===== src/rtl/m_prog_loader_if.sv =====
// m_prog_loader_if: start/length, byte stream and memory write port of the program loader.
interface m_prog_loader_if #(parameter int ADDR_W = 11, parameter int LEN_W = 12);
  logic              w_start;
  logic [LEN_W-1:0]  w_len;
  logic              w_bvalid;
  logic [7:0]        w_bdata;
  logic              r_bready;
  logic [ADDR_W-1:0] r_addr;
  logic              r_we;
  logic [31:0]       r_din;
  logic              r_busy;
  logic              r_done;
  logic              r_err;
  logic              r_proc_rst;
  modport slave (
    input  w_start, w_len, w_bvalid, w_bdata,
    output r_bready, r_addr, r_we, r_din, r_busy, r_done, r_err, r_proc_rst
  );
  modport master (
    output w_start, w_len, w_bvalid, w_bdata,
    input  r_bready, r_addr, r_we, r_din, r_busy, r_done, r_err, r_proc_rst
  );
endinterface


===== src/rtl/m_prog_loader.sv =====
// m_prog_loader: packs a big-endian byte stream into 32-bit words and writes them to instruction memory.
// Optional CHECKSUM_EN: one trailing XOR checksum byte is accepted per load and flagged on r_err.
module m_prog_loader #(
  parameter int ADDR_W = 11,
  parameter int LEN_W  = 12
) (
  input logic             w_clk,
  input logic             w_rst,
  m_prog_loader_if.slave  bus
);
  typedef enum logic [2:0] {
    IDLE,
    RECV,
    WRITE,
`ifdef CHECKSUM_EN
    CSUM,
`endif
    DONE
  } state_t;
  localparam logic [LEN_W-1:0] MAX_LEN = LEN_W'(1) << ADDR_W;
  state_t           r_state;
  logic [LEN_W-1:0] r_len;
  logic [LEN_W-1:0] r_wcnt;
  logic [1:0]       r_bcnt;
`ifdef CHECKSUM_EN
  logic [7:0]       r_csum;
`endif
  logic [LEN_W-1:0] w_len_cl;
  logic [LEN_W-1:0] w_wcnt_nx;
  logic             w_xfer;
  assign w_len_cl  = (bus.w_len > MAX_LEN) ? MAX_LEN : bus.w_len;
  assign w_wcnt_nx = r_wcnt + LEN_W'(1);
  assign w_xfer    = bus.w_bvalid && bus.r_bready;
  always_ff @(posedge w_clk or posedge w_rst) begin
    if (w_rst) begin
      r_state        <= IDLE;
      r_len          <= '0;
      r_wcnt         <= '0;
      r_bcnt         <= '0;
`ifdef CHECKSUM_EN
      r_csum         <= '0;
`endif
      bus.r_bready   <= 1'b0;
      bus.r_addr     <= '0;
      bus.r_we       <= 1'b0;
      bus.r_din      <= '0;
      bus.r_busy     <= 1'b0;
      bus.r_done     <= 1'b0;
      bus.r_err      <= 1'b0;
      bus.r_proc_rst <= 1'b1;
    end else begin
      case (r_state)
        IDLE, DONE: if (bus.w_start) begin
          r_len      <= w_len_cl;
          r_wcnt     <= '0;
          r_bcnt     <= '0;
`ifdef CHECKSUM_EN
          r_csum     <= '0;
`endif
          bus.r_addr <= '0;
          bus.r_err  <= 1'b0;
          // A zero-length load completes immediately and frees the processor again
          r_state        <= (w_len_cl == '0) ? DONE : RECV;
          bus.r_done     <= (w_len_cl == '0);
          bus.r_busy     <= (w_len_cl != '0);
          bus.r_proc_rst <= (w_len_cl != '0);
          bus.r_bready   <= (w_len_cl != '0);
        end
        RECV: if (w_xfer) begin
          bus.r_din <= {bus.r_din[23:0], bus.w_bdata};
`ifdef CHECKSUM_EN
          r_csum    <= r_csum ^ bus.w_bdata;
`endif
          r_bcnt    <= r_bcnt + 2'd1;
          if (r_bcnt == 2'd3) begin
            r_state      <= WRITE;
            bus.r_we     <= 1'b1;
            bus.r_bready <= 1'b0;
          end
        end
        WRITE: begin
          bus.r_we <= 1'b0;
          r_wcnt   <= w_wcnt_nx;
          if (w_wcnt_nx == r_len) begin
`ifdef CHECKSUM_EN
            r_state        <= CSUM;
            bus.r_bready   <= 1'b1;
`else
            r_state        <= DONE;
            bus.r_done     <= 1'b1;
            bus.r_busy     <= 1'b0;
            bus.r_proc_rst <= 1'b0;
`endif
          end else begin
            r_state      <= RECV;
            bus.r_addr   <= bus.r_addr + ADDR_W'(1);
            bus.r_bready <= 1'b1;
          end
        end
`ifdef CHECKSUM_EN
        CSUM: if (w_xfer) begin
          bus.r_err      <= (bus.w_bdata != r_csum);
          r_state        <= DONE;
          bus.r_bready   <= 1'b0;
          bus.r_done     <= 1'b1;
          bus.r_busy     <= 1'b0;
          bus.r_proc_rst <= 1'b0;
        end
`endif
        default: r_state <= IDLE;
      endcase
    end
  end
endmodule


===== src/flat_wrapper.sv =====
// flat-port wrapper written by rule: the top's interface ports become plain ports
module m_prog_loader_flat 
#(
  parameter int ADDR_W = 11,
  parameter int LEN_W  = 12
)
  (w_clk, w_rst, bus_w_start, bus_w_len, bus_w_bvalid, bus_w_bdata, bus_r_bready, bus_r_addr, bus_r_we, bus_r_din, bus_r_busy, bus_r_done, bus_r_err, bus_r_proc_rst);
  m_prog_loader_if #(.ADDR_W(ADDR_W), .LEN_W(LEN_W)) bus_i ();
  input logic w_clk;
  input logic w_rst;
  input wire logic [$bits(bus_i.w_start)-1:0] bus_w_start;
  input wire logic [$bits(bus_i.w_len)-1:0] bus_w_len;
  input wire logic [$bits(bus_i.w_bvalid)-1:0] bus_w_bvalid;
  input wire logic [$bits(bus_i.w_bdata)-1:0] bus_w_bdata;
  output wire logic [$bits(bus_i.r_bready)-1:0] bus_r_bready;
  output wire logic [$bits(bus_i.r_addr)-1:0] bus_r_addr;
  output wire logic [$bits(bus_i.r_we)-1:0] bus_r_we;
  output wire logic [$bits(bus_i.r_din)-1:0] bus_r_din;
  output wire logic [$bits(bus_i.r_busy)-1:0] bus_r_busy;
  output wire logic [$bits(bus_i.r_done)-1:0] bus_r_done;
  output wire logic [$bits(bus_i.r_err)-1:0] bus_r_err;
  output wire logic [$bits(bus_i.r_proc_rst)-1:0] bus_r_proc_rst;
  assign bus_i.w_start = bus_w_start;
  assign bus_i.w_len = bus_w_len;
  assign bus_i.w_bvalid = bus_w_bvalid;
  assign bus_i.w_bdata = bus_w_bdata;
  assign bus_r_bready = bus_i.r_bready;
  assign bus_r_addr = bus_i.r_addr;
  assign bus_r_we = bus_i.r_we;
  assign bus_r_din = bus_i.r_din;
  assign bus_r_busy = bus_i.r_busy;
  assign bus_r_done = bus_i.r_done;
  assign bus_r_err = bus_i.r_err;
  assign bus_r_proc_rst = bus_i.r_proc_rst;
  m_prog_loader #(.ADDR_W(ADDR_W), .LEN_W(LEN_W)) u_core (.w_clk(w_clk), .w_rst(w_rst), .bus(bus_i));
endmodule

===== config.mk =====
export PLATFORM = sky130hd
export DESIGN_NAME = m_prog_loader_flat
export DESIGN_NICKNAME = d
export VERILOG_FILES = /design/src/rtl/m_prog_loader_if.sv /design/src/rtl/m_prog_loader.sv /design/src/flat_wrapper.sv
export SDC_FILE = /design/constraint.sdc
export NUM_CORES = 1
export LEC_CHECK = 0
export CORE_AREA = 3 3 96 98
export DETAILED_ROUTE_END_ITERATION = 16
export DIE_AREA = 0 0 99 101
export MAX_ROUTING_LAYER = met4
export PLACE_DENSITY = 0.76
export SYNTH_ARGS = -nofsm -noshare
export SYNTH_HDL_FRONTEND = slang
export SYNTH_SLANG_ARGS = --single-unit

===== constraint.sdc =====
create_clock -name w_clk -period 3.3 [get_ports w_clk]
set_input_delay 0.99 -clock w_clk [delete_from_list [all_inputs] [get_ports w_clk]]
set_output_delay 0.99 -clock w_clk [all_outputs]
set_load 0.005 [all_outputs]

# Yosys cells after proc, flatten, opt, wreduce, memory -nomap -nowiden
# Cells that the tools add are included.
[op_classes]
add_sub_neg = 3
multipliers = 0
div_mod_pow = 0
magnitude_cmp = 1
n_eq_ne = 10
shift = 0
n_mux = 28
bitwise_logic = 0
n_reduce_logical = 18
[op_table]
columns = ["operator", "count"]
rows = [
  ["two-way mux 12 bit", 2],
  ["one-hot mux 12 bit (2 select lines)", 1],
  ["two-way mux 11 bit", 2],
  ["one-hot mux 11 bit (2 select lines)", 1],
  ["AND reduction 3 bit", 5],
  ["adder 12 x 1 -> 12 bit (second input constant)", 1],
  ["equality test 12 bit", 1],
  ["greater-than comparator 12 bit (second input constant)", 1],
  ["zero test 12 bit", 1],
  ["nonzero test 12 bit", 1],
  ["adder 11 x 1 -> 11 bit (second input constant)", 1],
  ["two-way mux 1 bit", 9],
  ["two-way mux 3 bit", 3],
  ["one-hot mux 3 bit (3 select lines)", 1],
  ["two-way mux 2 bit", 4],
  ["equality test 3 x 2 -> 1 bit (second input constant)", 2],
  ["inequality test 2 x 1 -> 1 bit (second input constant)", 3],
  ["one-hot mux 1 bit (2 select lines)", 3],
  ["AND reduction 2 bit", 3],
  ["nonzero test 2 bit", 3],
  ["AND reduction 5 bit", 1],
  ["inequality test 2 bit (second input constant)", 2],
  ["one-hot mux 2 bit (2 select lines)", 1],
  ["equality test 3 x 1 -> 1 bit (second input constant)", 1],
  ["other kinds (7)", 7],
]
[totals]
regBits = 77
latch_bits = 0
mem_bits_rw = 0
romBits = 0
out_inout_bits = 49
n_memories = 0

# Longest topological paths before layout
# Gate-level depths: netlist of run 1.
[logic_depth]
word_depth = 6
ltp_mapped = 10

# Least setup slack after synthesis of run 1
# No wires, ideal clock.
[synth_timing]
path_type = "in2reg"
start = "input port bus_w_start"
end = "register u_core.bus.r_addr[7]"
setup_ns = 0.076
arrival_time_ns = 2.310
required_time_ns = 3.224
setup_slack_ns = 0.914
cell_stages = 7
n_path_buf = 0
cell_sequence = "nand2b_1 -> o21ai_0 -> nor2_1 -> and2_1 -> nand4_1 -> or4b_1 -> o21ai_1"
[synth_via]
elab_chain_len = 2
[synth_lines]
columns = ["item", "line", "rtl"]
rows = [
  ["start: declaration", "flat_wrapper.sv:11", "input wire logic [$bits(bus_i.w_start)-1:0] bus_w_start;"],
  ["inequality test 2 bit (no source line)", "n/a", ""],
  ["AND reduction 3 bit (no source line)", "n/a", ""],
  ["end signal: assignment", "m_prog_loader.sv:96", "bus.r_addr <= bus.r_addr + ADDR_W'(1);"],
  ["end: declaration", "m_prog_loader_if.sv:17", "output r_bready, r_addr, r_we, r_din, r_busy, r_done, r_err, r_proc_rst"],
]
# Every way passes these cells.
# A chain may end at the register's enable or synchronous reset.

# Worst setup path after layout of run 1
# Ends and elaborated chain as after synthesis.

==> impl_metrics.tcl, run 1 <==
set metrics [dict create \
    status "finished, final reports clean" \
    worst_pin_slew_ns 0.536 \
    pin_count 73 \
    crit_path_top_delay_cell "clkdlybuf4s50_1" \
    timing.fmax_mhz 377 \
    grt_usage_pct 18.0 \
    cts_hold_buf 0 \
    crit_type "input port to flip-flop" \
    coreArea_um2 8550 \
    synth_top_cell_area_share_pct 49.4 \
    switching_share_pct 34.3 \
    p_switching_mw 1.40 \
    timing.critical_path.required_ns 3.58 \
    die-area_um2 10000 \
    fp.dieW_um 99 \
    cts_tree "yes" \
    r2r-start "u_core.r_wcnt[0]" \
    synth_seq_area_share_pct 50.1 \
    drt_iter0_markers 223 \
    grt_overflow 0 \
    post-place-cells 524 \
    fin_nets 457 \
    slew_viol_final 0 \
    synth_seq_cells 76 \
    syn_area_um2 3800 \
    syn-mean-instance-area_um2 10.6 \
    post-cts-setup-buffers 0 \
    multiInputGateArea_um2 1780 \
    grt_pass1_wl_mm 13.9 \
    clock_sinks 76 \
    slew_headroom_pct 64.2 \
    hold_viol 0 \
    drc_errors 0 \
    place_ws_ns 0.318 \
    critPathLaunch "bus_w_start" \
    ys.flop_type "dfrtp_1" \
    avgViaCountPerCell 5.41 \
    path_cells "clkdlybuf4s50_1 -> nand2b_1 -> o21ai_0 -> nor2_1 -> and2_1 -> nand4_1 -> or4b_1 -> o21ai_1" \
    place_congestion 0.861 \
    crit_cells 8 \
    power.density_nw_per_um2 846 \
    totalWireLength_mm 8.24 \
    syn_nets 387 \
    crit_buf_inv 1 \
    power_leakage_nw 2.04 \
    postLayoutCoreUtil_pct 56.3 \
    area_growth_pct 26.7 \
    post_cts_resized 0 \
    cp-end-kind "flip-flop" \
    vias 2922 \
    setup_viol 0 \
    dp_hpwl_mm 5.80 \
    setup.worst_path.end "u_core.bus.r_addr[7]" \
    fin_setup_tns_ns 0 \
    cts_buffers 9 \
    synth_area_leaders "dfrtp_1 (49%), mux2_2 (9.8%), o21ai_0 (3.8%)" \
    ys_types 55 \
    async_flop_share_pct 100 \
    layout_setup_ws_ns 0.649 \
    ff2ff_path_depth 9 \
    avgRoutedWirePerCell_um 15.3 \
    r2r_end "u_core.bus.r_addr[4]" \
    arrival_ns 2.93 \
    internal-power_mw 2.67 \
    clk_root_buffer_cell "clkbuf_8" \
    peakVddDrop_v 0.000515 \
    rsz0062_at_grt "false" \
    cts_buffer_depth 2 \
    hold_class "flip-flop to flip-flop" \
    start_kind "input port" \
    skew_ns 0.0113 \
    clock_latency_ns 0.35 \
    path_clk_slew_ns 0.08 \
    fillers 711 \
    power_frac_seq_pct 37.8 \
    rows 34 \
    min_period_ns 2.65 \
    start_util_pct 44.4 \
    place.port_buffers 71 \
    synth_edf_count 0 \
    cap_violations 0 \
    yosys.area.top_type "dfrtp_1" \
    crit_path_max_incr_delay_ns 0.50 \
    cp_max_fo 5 \
    stdcell_count 540 \
    die_h_um 101 \
    grt_max_degree 68 \
    combPwrFrac_pct 42.8 \
    seqCellArea_um2 1900 \
    diodes 0 \
    ant_nets 0 \
    ys_warn_count 0 \
    first_pass_iters 4 \
    p_clk_share_pct 19.3 \
    antenna_found_initial 0 \
    grt_pass1_vias 2871 \
    whs_ns 0.499 \
    cts_htree_levels 3 \
    drive_above_1_share_pct 14.8 \
    cp_top_family "simple AND/OR/NAND/NOR gates" \
    period_share_pct 80.3 \
    rrSetupSlack_ns 0.70 \
    syn_inst 357 \
]
## per-layer routing
metal | part of all wire (%) | vias to the layer above | global-route usage (%)
li1 | - | 1428 | -
met1 | 45 | 1419 | 22.7
met2 | 47 | 63 | 26.9
met3 | 6.1 | 12 | 6.02
met4 | 2.0 | 0 | 7.04
met5 | 0 | - | -
## cells in the mapped netlist (all sizes together), types with 2 or more instances
cell    number
dfrtp       75
nor2b        3
and2         2
or3          2
a31oi        7
nand2b      10
nand3       11
a21bo        3
ha           6
o21ai       30
mux2i        3
a21o         3
xnor2       10
nand4        8
a22o         6
nor4         4
buf          9
and3         4
or4b         2
nor3         4
nand2       31
a21oi       14
o31ai        4
a41o         3
nand3b       3
clkbuf       8
xor2         3
mux2        34
nor2        33
inv          6
a31o         2
## final cells by class
cell class | instances | area share (%)
flip-flops and latches | 76 | 39.5
clock buffers | 11 | 2.73
repair buffers | 76 | 15.8
multi-input cells | 258 | 36.9
well taps | 108 | 2.81
clock inverters | 5 | 1.77
inverters | 6 | 0.468
## worst min path at each step
stage / start / depth (start not counted) / endpoint / slack [ns]
5_1_grt: u_core.bus.r_busy / 1 / u_core.bus.r_busy / 0.53
3_3_place_gp: u_core.bus.r_busy / 1 / u_core.bus.r_busy / 0.46
4_1_cts: u_core.r_bcnt[0] / 1 / u_core.r_bcnt[0] / 0.50
3_5_place_dp: u_core.r_len[2] / 2 / u_core.r_len[2] / 0.49
6_report: u_core.bus.r_busy / 1 / u_core.bus.r_busy / 0.50
2_1_floorplan: u_core.r_bcnt[0] / 1 / u_core.r_bcnt[0] / 0.46
## cells in the final DEF (no fill, tap or decap), types with 5 or more instances in the layout
master | netlist | layout
dfrtp_1 | 75 | 75
clkdlybuf4s50_1 | 0 | 71
mux2_2 | 33 | 33
nor2_1 | 33 | 33
nand2_1 | 30 | 30
o21ai_0 | 29 | 29
a21oi_1 | 14 | 14
nand2b_1 | 10 | 10
nand3_1 | 10 | 10
xnor2_1 | 10 | 10
clkbuf_8 | 0 | 9
nand4_1 | 7 | 7
a31oi_1 | 7 | 7
a22o_1 | 6 | 6
ha_1 | 6 | 6
inv_1 | 6 | 5
## worst register-to-register path, cell delays in order (launching register included)
cell	delay, ns
dfrtp_1	0.49
ha_1	0.34
nand3_4	0.16
or3_1	0.39
a211oi_2	0.30
nor3b_2	0.20
nand4_1	0.10
buf_4	0.23
nor2b_1	0.17
mux2i_1	0.12
## stage by stage
stage               instance area [µm²]  power (mW)
floorplan                          3800        2.51
global placement                   4600        3.24
detailed placement                 4600        3.30
CTS                                4820        4.11
global route                       4820        4.37
finish                             4820        4.07
## registers in the layout (all words and copies together), names as in the netlist
signal                 cells
u_core.r_bcnt              2
u_core.bus.r_bready        1
u_core.r_wcnt             12
u_core.bus.r_busy          1
u_core.r_state             2
u_core.bus.r_proc_rst      1
u_core.r_len              12
u_core.bus.r_din          32
u_core.bus.r_done          1
u_core.bus.r_we            1
u_core.bus.r_addr         11
## power by group through the flow
| stage | Combinational [mW] | Clock, mW | Sequential [mW] |
|---|---|---|---|
| after floorplan | 0.983 | 0 | 1.53 |
| after global placement | 1.69 | 0 | 1.55 |
| after detailed placement | 1.74 | 0 | 1.56 |
| after CTS | 1.76 | 0.807 | 1.55 |
| after global routing | 1.93 | 0.845 | 1.59 |
| final | 1.74 | 0.788 | 1.54 |
## logic make-up after synthesis
kind of cell	count (synthesis)	synth area share (%)
and+or+nand+nor	121	16.5
other	1	0.0987
adders and majority gates	6	1.98
DFF	76	50.1
buffers and inverters	23	3.13
xor gates and xnor gates	14	3.59
muxes	37	11.0
AOI/OAI and AO/OA	79	13.7
Note: power is estimated with default switching activity, not from simulation.
==> run 2: changes to the inputs <==
--- a/config.mk
+++ b/config.mk
@@ -9,7 +9,7 @@
 export DETAILED_ROUTE_END_ITERATION = 16
 export DIE_AREA = 0 0 99 101
 export MAX_ROUTING_LAYER = met4
-export PLACE_DENSITY = 0.76
+export PLACE_DENSITY = 0.79
 export SYNTH_ARGS = -nofsm -noshare
 export SYNTH_HDL_FRONTEND = slang
 export SYNTH_SLANG_ARGS = --single-unit
==> constraint.sdc (replaced) <==
create_clock -name w_clk -period 2.4 [get_ports w_clk]
set_input_delay 0.72 -clock w_clk [delete_from_list [all_inputs] [get_ports w_clk]]
set_output_delay 0.72 -clock w_clk [all_outputs]
set_load 0.005 [all_outputs]
==> run 2 against run 1 <==
Non-clock buffer count up 25. Global-route usage up 1.1 points. Sequential power up 38%. Clock power up 64%. Sequential cell count unchanged. Worst setup slack worse by 0.61 ns. Clock skew up 0.0019 ns. Sequential share of layout area down 2.7 points. Combinational power up 52%. Highest routed layer unchanged.
==> impl_metrics.tcl, run 2 (synthesis results as in run 1) <==
set metrics [dict create \
    place_congestion 0.903 \
    worst_pin_slew_ns 0.522 \
    hold_viol 0 \
    power.density_nw_per_um2 1170 \
    cts_htree_levels 3 \
    drt_iter0_markers 222 \
    first_pass_iters 4 \
    cap_violations 0 \
    cts_tree "yes" \
    grt_max_degree 37 \
    start_util_pct 44.4 \
    fin_setup_tns_ns 0 \
    avgViaCountPerCell 5.50 \
    power.total_mw 6.07 \
    status "finished, final reports clean" \
    crit_path_max_incr_delay_ns 0.47 \
    final_common_cell "dfrtp_1" \
    fp.dieW_um 99 \
    hold_class "flip-flop to flip-flop" \
    diodes 0 \
    power_leakage_nw 2.19 \
    layout_setup_ws_ns 0.0428 \
    cts_hold_buf 0 \
    clk_root_buffer_cell "clkbuf_8" \
    final_cell_mix "dfrtp_1 (72), clkdlybuf4s50_1 (71), mux2_2 (33)" \
    ant_nets 0 \
    cp_max_fo 7 \
    met2_length_mm 4.40 \
    min_period_ns 2.36 \
    cp-end-kind "flip-flop" \
    skew_ns 0.0132 \
    dp_hpwl_mm 6.40 \
    clock_latency_ns 0.36 \
    cts_buffer_depth 2 \
    crit_path_top_delay_cell "o41a_1" \
    rows 34 \
    slew_viol_final 0 \
    pin_count 73 \
    clock_sinks 76 \
    antenna_found_initial 0 \
    die_h_um 101 \
    crit_type "flip-flop to flip-flop" \
    post-place-cells 545 \
    area_growth_pct 36.2 \
    vias 3106 \
    timing.fmax_mhz 424 \
    peakVddDrop_v 0.000792 \
    place_ws_ns -0.192 \
    stdcell_count 565 \
    largest_reg_flops 32 \
    path_clk_slew_ns 0.09 \
    totalWireLength_mm 8.92 \
    wl_met3_um 626 \
    drc_errors 0 \
    top_register "u_core.bus.r_din" \
    fin_nets 482 \
    place.port_buffers 71 \
    cts_buffers 9 \
    grt_overflow 0 \
    avgRoutedWirePerCell_um 15.8 \
    grt_pass1_wl_mm 15.1 \
    die-area_um2 10000 \
    start_kind "flip-flop" \
    path_cells "buf_6 -> and4_4 -> nand2_2 -> o41a_1 -> nor3b_2 -> nand4_1 -> buf_4 -> buf_4 -> nor2b_1 -> mux2i_1" \
    arrival_ns 2.61 \
    timing.critical_path.required_ns 2.65 \
    whs_ns 0.504 \
    setup_viol 0 \
    grt_pass1_vias 3250 \
    critPathMostFrequentCell "buf_4" \
    coreArea_um2 8550 \
    slew_headroom_pct 65.2 \
    reg_top3 "u_core.bus.r_din (32), u_core.r_len (12), u_core.r_wcnt (12)" \
    wl_met1_mm 3.78 \
    highest_layer "met4" \
    period_share_pct 98.2 \
    drive_above_1_share_pct 23.0 \
    grt_usage_pct 19.1 \
]
-- run 2: cell types whose count changed in the layout (fill, tap and decap cells not counted), sizes merged --
cell | before | now
bufinv | 2 | 4
inv | 7 | 5
buf | 5 | 30
clkinv | 1 | 2
clkbuf | 11 | 10
-- run 2: path summary, 6_finish.rpt --
path	endpoint	start	slack [ns]	cells past startpoint
worst max-delay path	u_core.bus.r_addr[4]	u_core.r_wcnt[0]	0.04	10
worst min register to register	u_core.r_bcnt[0]	u_core.r_bcnt[0]	0.50	1
worst min-delay path	u_core.r_bcnt[0]	u_core.r_bcnt[0]	0.50	1
max in group asynchronous	u_core.bus.r_proc_rst	w_rst	1.09	3
worst max register to register	u_core.bus.r_addr[4]	u_core.r_wcnt[0]	0.04	10
min in group asynchronous	u_core.bus.r_din[31]	w_rst	0.72	2
-- run 2: critical path, delay by kind of cell (launching register included) --
| kind | cells | cell delay (ns) |
|---|---|---|
| buf+inv | 3 | 0.46 |
| flops | 1 | 0.42 |
| compound gates | 1 | 0.47 |
| simple gates | 5 | 0.78 |
| mux | 1 | 0.11 |
-- run 2: what timing repair did --
item / in CTS / in global routing
gates resized for setup: 8 / 16
setup endpoints to repair: 10 / 12
setup buffers: 3 / 1
pin swaps: 4 / 3
-- run 2: area by class of cell --
| type | instances | area [µm²] |
|---|---|---|
| clock buffer | 10 | 128 |
| sequential | 76 | 1910 |
| tap | 108 | 135 |
| inverter | 6 | 26.3 |
| multi-input combinational | 258 | 1860 |
| fill | 645 | 3370 |
| clock inverter | 6 | 138 |
| timing repair buffer | 101 | 985 |
-- run 2: routing by layer --
| metal | up-vias | global-route usage [%] |
|---|---|---|
| li1 | 1472 | - |
| met1 | 1523 | 22.6 |
| met2 | 100 | 31.4 |
| met3 | 11 | 6.02 |
| met4 | 0 | 5.78 |
| met5 | - | - |
-- run 2: metrics by stage --
stage | cell area [µm²] | util [%]
3_5_place_dp | 4790 | 56.0
6_report | 5180 | 60.5
2_1_floorplan | 3800 | -
5_1_grt | 5180 | 60.5
4_1_cts | 5100 | 59.6
3_3_place_gp | 4790 | 56.0
-- run 2: report_power, final --
group	switching, mW	total, mW	internal (mW)
Sequential	0.368	2.13	1.76
Combinational	1.17	2.65	1.48
Clock	0.489	1.29	0.800
==> RTL edit 1 (flow settings as in run 2) <==
The option `CHECKSUM_EN` is turned on by a define.
--- a/src/rtl/m_prog_loader.sv
+++ b/src/rtl/m_prog_loader.sv
@@ -1,5 +1,7 @@
 // m_prog_loader: packs a big-endian byte stream into 32-bit words and writes them to instruction memory.
 // Optional CHECKSUM_EN: one trailing XOR checksum byte is accepted per load and flagged on r_err.
+`define CHECKSUM_EN
+
 module m_prog_loader #(
   parameter int ADDR_W = 11,
   parameter int LEN_W  = 12
Behaviour: not the same (Yosys sat finds a counterexample within 10 cycles, from zero or initial values and one cycle with w_rst high).
==> RTL edit 1 against run 2 <==
- non-clock buffer count shrank 4
- synthesized cell count grew 30%
- setup slack gained 54 ps
- clock power shrank 5%
- wire length grew 15%
- sequential share of layout area grew 2.6 points
- combinational power shrank 9.4%
- area after synthesis grew 11%
- sequential cell count grew 10
- total power grew 1.5%
- design area grew 5.6%
==> RTL edit 1: results (changes against run 2) <==
layout:
  reg_top3: "u_core.bus.r_din x32, u_core.r_len x12, u_core.r_wcnt x12"  # unchanged
  diodes: 0  # unchanged
  final_nets: 576  # was 482
  drive_gt1_share_pct: 10.5  # was 23.0%
placement:
  port_buffers: 72  # was 71
  place.detailed.hpwl_um: 7250  # was 6400 um
  post-place-ws_ps: -159  # was -192 ps
  gp_congestion: 0.953  # was 0.903
grt:
  grt_use_met1_pct: 24.5  # was 22.6%
  use_met2_pct: 37.0  # was 31.4%
  grt_max_degree: 44  # was 37
  grt_use_met3_pct: 6.64  # was 6.02%
  antenna_found_initial: 0  # unchanged
  grt_pass1_vias: 3638  # was 3,250
  grt_first_pass_wirelength_um: 16900  # was 15,100 um
  grt_usage_pct: 21.5  # was 19.1%
yosys:
  yosys-top-cells-area: "dfrtp_1 (51%), nand2_1 (12%), o21ai_0 (6.8%), xnor2_1 (4.0%), nand3_1 (2.0%)"  # was dfrtp_1 (49%), mux2_2 (9.8%), o21ai_0 (3.8%), nor2_1 (3.3%), nand2_1 (3.0%)
  ys.flop_type: "dfrtp_1"  # unchanged
  async_flop_share_pct: 100  # unchanged
  synth_warnings: 0  # unchanged
  synth_cell_types: 49  # was 55
  synth_top_cells_by_count: "nand2_1 (132), dfrtp_1 (85), o21ai_0 (57)"  # was dfrtp_1 (75), mux2_2 (33), nor2_1 (33)
  syn_nets: 491  # was 387
  ys_seq_area_share_pct: 51.3  # was 50.1%
drt:
  final_antenna_net_count: 0  # unchanged
  drtIter0Drc: 163  # was 222
  dr.pass1.iters: 5  # was 4
  vias_per_cell: 5.50  # about the same
  wirelength_um: 10300  # was 8920 um
cts:
  root_buffer: "clkbuf_8"  # unchanged
  clockBufferDepth: 2  # unchanged
  clock_latency_ps: 350
  cts_buffers: 9  # unchanged
  clk_pin_slew_ps: 80
  h-tree-depth: 3  # unchanged
power:
  ir_worst_vdd_mv: 0.653  # was 0.792 mV
  power_leakage_nw: 2.52  # was 2.19 nW
sta:
  slew_headroom_pct: 70.5  # was 65.2%
  fin_skew_ps: 7.68  # was 13.2 ps
critical_path:
  cp_max_fo: 6  # was 7
  slowest_delay_ps: 400  # was 470 ps
  critPathTopFamily: "simple AND/OR/NAND/NOR gates"  # unchanged
  cp.arrival_ps: 2540  # was 2610 ps
  crit_slowest_cell: "dfrtp_1"  # was o41a_1
hold_path:
  worstHoldPathType: "reg2reg"  # unchanged
run_status:
  status: "completed"  # unchanged
RTL edit 1: cell types whose count changed after synthesis, moves of 9 or more:
cell,delta
dfrtp_1,+10
mux2_2,-31
nand2_1,+102
nor2_1,-11
o21ai_0,+28
xnor2_1,+9
RTL edit 1: kinds of logic after synthesis:
group           Yosys count  share of synthesized area (%)
simple gates            223                           24.9
compound gates           99                           14.2
flops                    86                           51.3
buf+inv                  25                           2.56
fa+ha+maj                 3                          0.894
xor+xnor                 25                           5.21
mux                       3                          0.894
RTL edit 1: metal layers:
| metal | up-vias | wire (um) |
|---|---|---|
| met5 | - | 0 |
| met4 | 0 | 106 |
| met3 | 14 | 594 |
| met2 | 94 | 5330 |
| met1 | 1776 | 4220 |
| li1 | 1755 | - |
RTL edit 1: final timing paths:
check,from,end,slack [ps],cells past startpoint
max,u_core.r_wcnt[0]$_DFFE_PP0P_,u_core.bus.r_addr[0]$_DFFE_PP0P_,100,9
min,u_core.bus.r_addr[10]$_DFFE_PP0P_,u_core.bus.r_addr[10]$_DFFE_PP0P_,480,1
max reg2reg,u_core.r_wcnt[0]$_DFFE_PP0P_,u_core.bus.r_addr[0]$_DFFE_PP0P_,100,9
min reg2reg,u_core.bus.r_addr[10]$_DFFE_PP0P_,u_core.bus.r_addr[10]$_DFFE_PP0P_,480,1
max in group asynchronous,w_rst,u_core.bus.r_proc_rst$_DFFE_PP1P_,1050,3
min in group asynchronous,w_rst,u_core.bus.r_din[4]$_DFFE_PP0P_,720,2
RTL edit 1: through the flow:
stage               instance area [sq um]  cells
floorplan                            4200    464
global placement                     5190    645
detailed placement                   5190    645
CTS                                  5440    661
global route                         5470    662
finish                               5470    662
RTL edit 1: worst register-to-register path, delay by kind of cell (launching register included):
family | cells | cell delay, ps
DFF | 1 | 400
and+or+nand+nor | 6 | 1060
buffers and inverters | 1 | 180
adders and majority gates | 1 | 290
muxes | 1 | 270
RTL edit 1: final cells by class:
cell class / count / area (sq um)
timing repair buffer: 97 / 958
multi-input combinational: 353 / 1960
clock inverter: 6 / 109
inverter: 2 / 11.3
sequential: 86 / 2150
tap: 108 / 135
fill: 701 / 3090
clock buffer: 10 / 138
RTL edit 1: power by group:
part | switching (mW) | internal [mW] | leakage, nW
logic | 1.11 | 1.29 | 1.27
registers | 0.529 | 2.00 | 1.12
clock network | 0.511 | 0.718 | 0.126
total | 2.15 | 4.01 | 2.52
RTL edit 1: repair_timing:
item / 4_1_cts / 5_1_grt
setup endpoints to repair: 11 / 10
pin swaps: 0 / 1
setup buffers: 0 / 1
gates resized for setup: 1 / 2
==> RTL edit 2 (config.mk and constraints of run 2) <==
Without the edit above. Make the reset (`w_rst`) synchronous in one clocked block.
--- a/src/rtl/m_prog_loader.sv
+++ b/src/rtl/m_prog_loader.sv
@@ -31,7 +31,7 @@
   assign w_len_cl  = (bus.w_len > MAX_LEN) ? MAX_LEN : bus.w_len;
   assign w_wcnt_nx = r_wcnt + LEN_W'(1);
   assign w_xfer    = bus.w_bvalid && bus.r_bready;
-  always_ff @(posedge w_clk or posedge w_rst) begin
+  always_ff @(posedge w_clk) begin
     if (w_rst) begin
       r_state        <= IDLE;
       r_len          <= '0;
Behaviour: differs if w_rst is asserted again (counterexample within 4 cycles, from zero or initial values and one cycle with w_rst high); with w_rst held inactive, the same outputs for 10 cycles.
==> RTL edit 2 against run 2 <==
- wire length is 2.0% higher
- die area stayed put
- first-iteration DRC count is 9.5% lower
- design area is 8.1% lower
- global-route usage is 0.059 points higher
- synthesized cell count is 27% higher
- sequential cell count stayed put
- area after synthesis is 6.1% lower
- critical endpoint is now u_core.bus.r_addr[6]$_SDFFE_PP0P_
- setup slack better by 140 ps
- highest routed layer unchanged
Power is not compared: it rests on default switching activity, and its combinational part moved more than twofold at a synthesized area within 25%.
==> RTL edit 2: results (changes against run 2) <==
cts:
  clockBufferDepth: 2  # unchanged
  root_buffer: "clkbuf_8"  # unchanged
  ctsHoldBuffers: 0  # unchanged
yosys:
  ys_seq_area_share_pct: 42.6  # was 50.1%
  syn_inst: 455  # was 357
  async_flop_share_pct: 0  # was 100%
  synth_cell_types: 53  # was 55
  syn_nets: 485  # was 387
  synth_top_cells_by_count: "nand2_1 (89), dfxtp_1 (76), a21oi_1 (61)"  # was dfrtp_1 (75), mux2_2 (33), nor2_1 (33)
  ys.flop_type: "dfxtp_1"  # was dfrtp_1
  yosys-top-cells-area: "dfxtp_1 (43%), nand2_1 (9.4%), a21oi_1 (8.6%), nor2_1 (4.4%), a22oi_1 (2.7%)"  # was dfrtp_1 (49%), mux2_2 (9.8%), o21ai_0 (3.8%), nor2_1 (3.3%), nand2_1 (3.0%)
drt:
  wirelength_um: 9100  # was 8920 um
  drtIter0Drc: 201  # was 222
  detail_route.wl_per_cell_um: 14.0  # was 15.8 um
  dr_total_vias: 3465  # was 3,106
placement:
  port_buffers: 71  # unchanged
  place.detailed.hpwl_um: 6520  # was 6400 um
  post-place-ws_ps: -161  # was -192 ps
  gp_congestion: 0.836  # was 0.903
  dp.cells: 630  # was 545
layout:
  drive_gt1_share_pct: 11.8  # was 23.0%
  final_nets: 566  # was 482
  n_fill_cell: 774  # was 645
  reg_top3: "u_core.bus.r_din x32, u_core.r_len x12, u_core.r_wcnt x12"  # unchanged
sta:
  tightest_slew_ps: 686  # was 522 ps
  fin_skew_ps: 10.8  # was 13.2 ps
grt:
  grt_pass1_vias: 3268  # was 3,250
  use_met2_pct: 30.1  # was 31.4%
  grt_use_met3_pct: 4.84  # was 6.02%
  grt_first_pass_wirelength_um: 15200  # was 15,100 um
  grt_max_degree: 66  # was 37
  grt_usage_pct: 19.2  # was 19.1%
  grt_use_met1_pct: 24.0  # was 22.6%
critical_path:
  cp_max_fo: 15  # was 7
  reg2reg_depth: 9  # was 10
  r2r_start: "u_core.r_wcnt[0]$_SDFFE_PP0P_"  # was u_core.r_wcnt[0]$_DFFE_PP0P_
  r2r_slack_ps: 180  # was 40 ps
  r2r_end: "u_core.bus.r_addr[6]$_SDFFE_PP0P_"  # was u_core.bus.r_addr[4]$_DFFE_PP0P_
  cp.arrival_ps: 2510  # was 2610 ps
power:
  ir_worst_vdd_mv: 0.398
hold_path:
  hold_depth: 2  # was 1
  holdPathEnd: "u_core.bus.r_done$_SDFFE_PP0P_"  # was u_core.r_bcnt[0]$_DFFE_PP0P_
  hold_path.startpoint: "u_core.bus.r_done$_SDFFE_PP0P_"  # was u_core.r_bcnt[0]$_DFFE_PP0P_
run_status:
  status: "completed"  # unchanged
==> RTL edit 2: logic make-up after synthesis <==
family                     synth area share [%]
AOI/OAI and AO/OA                          21.0
xor gates and xnor gates                   2.94
adders and majority gates                  2.10
buffers and inverters                      5.15
DFF                                        42.6
muxes                                     0.876
other                                     0.105
and+or+nand+nor                            25.2
==> RTL edit 2: worst max-delay path by stage <==
stage,end,slack (ps),depth (start not counted)
6_report,u_core.bus.r_addr[6]$_SDFFE_PP0P_,180,9
2_1_floorplan,u_core.bus.r_addr[6]$_SDFFE_PP0P_,20,9
5_1_grt,u_core.bus.r_addr[10]$_SDFFE_PP0P_,2,9
3_3_place_gp,u_core.bus.r_addr[10]$_SDFFE_PP0P_,-80,7
4_1_cts,u_core.bus.r_addr[6]$_SDFFE_PP0P_,10,9
3_5_place_dp,u_core.bus.r_addr[10]$_SDFFE_PP0P_,-160,7
==> RTL edit 2: cell type report <==
class                   count  area share, %
clock inverters             7           2.21
well taps                 108           2.84
clock buffers               9           2.61
repair buffers            102           19.7
flip-flops and latches     76           32.1
inverters                   9          0.711
multi-input cells         338           39.8
==> RTL edit 2: report_power, final <==
part	total (mW)	switching (mW)	internal [mW]	leakage [nW]
combinational	1.10	0.663	0.439	0.968
clock	1.12	0.517	0.601	0.112
sequential	1.44	0.0804	1.36	0.616
total	3.66	1.26	2.40	1.70
==> RTL edit 2: timing repair <==
action,CTS,global route
setup endpoints to repair,2,9
setup buffers,0,3
pin swaps,0,4
resized for setup,2,6
==> RTL edit 2: stage by stage <==
step,instance area [sq um],hold WS [ps]
after floorplan,3570,441
after global placement,4470,434
after detailed placement,4470,439
after CTS,4710,456
after global routing,4750,466
final,4750,451
==> RTL edit 2: metal layers <==
layer  vias up  wire length (um)
li1       1759                 -
met1      1599              4080
met2        92              4420
met3        15               416
met4         0               180
met5         -                 0
==> RTL edit 2: worst max-delay path: stages, from the launching register on <==
cell and delay [ps]:
dfxtp_2 340, ha_1 160, nand4_1 80, buf_4 170, nor2_2 180, mux2i_2 290
a221oi_2 100, and3_4 210, or4_1 470, a21oi_1 140
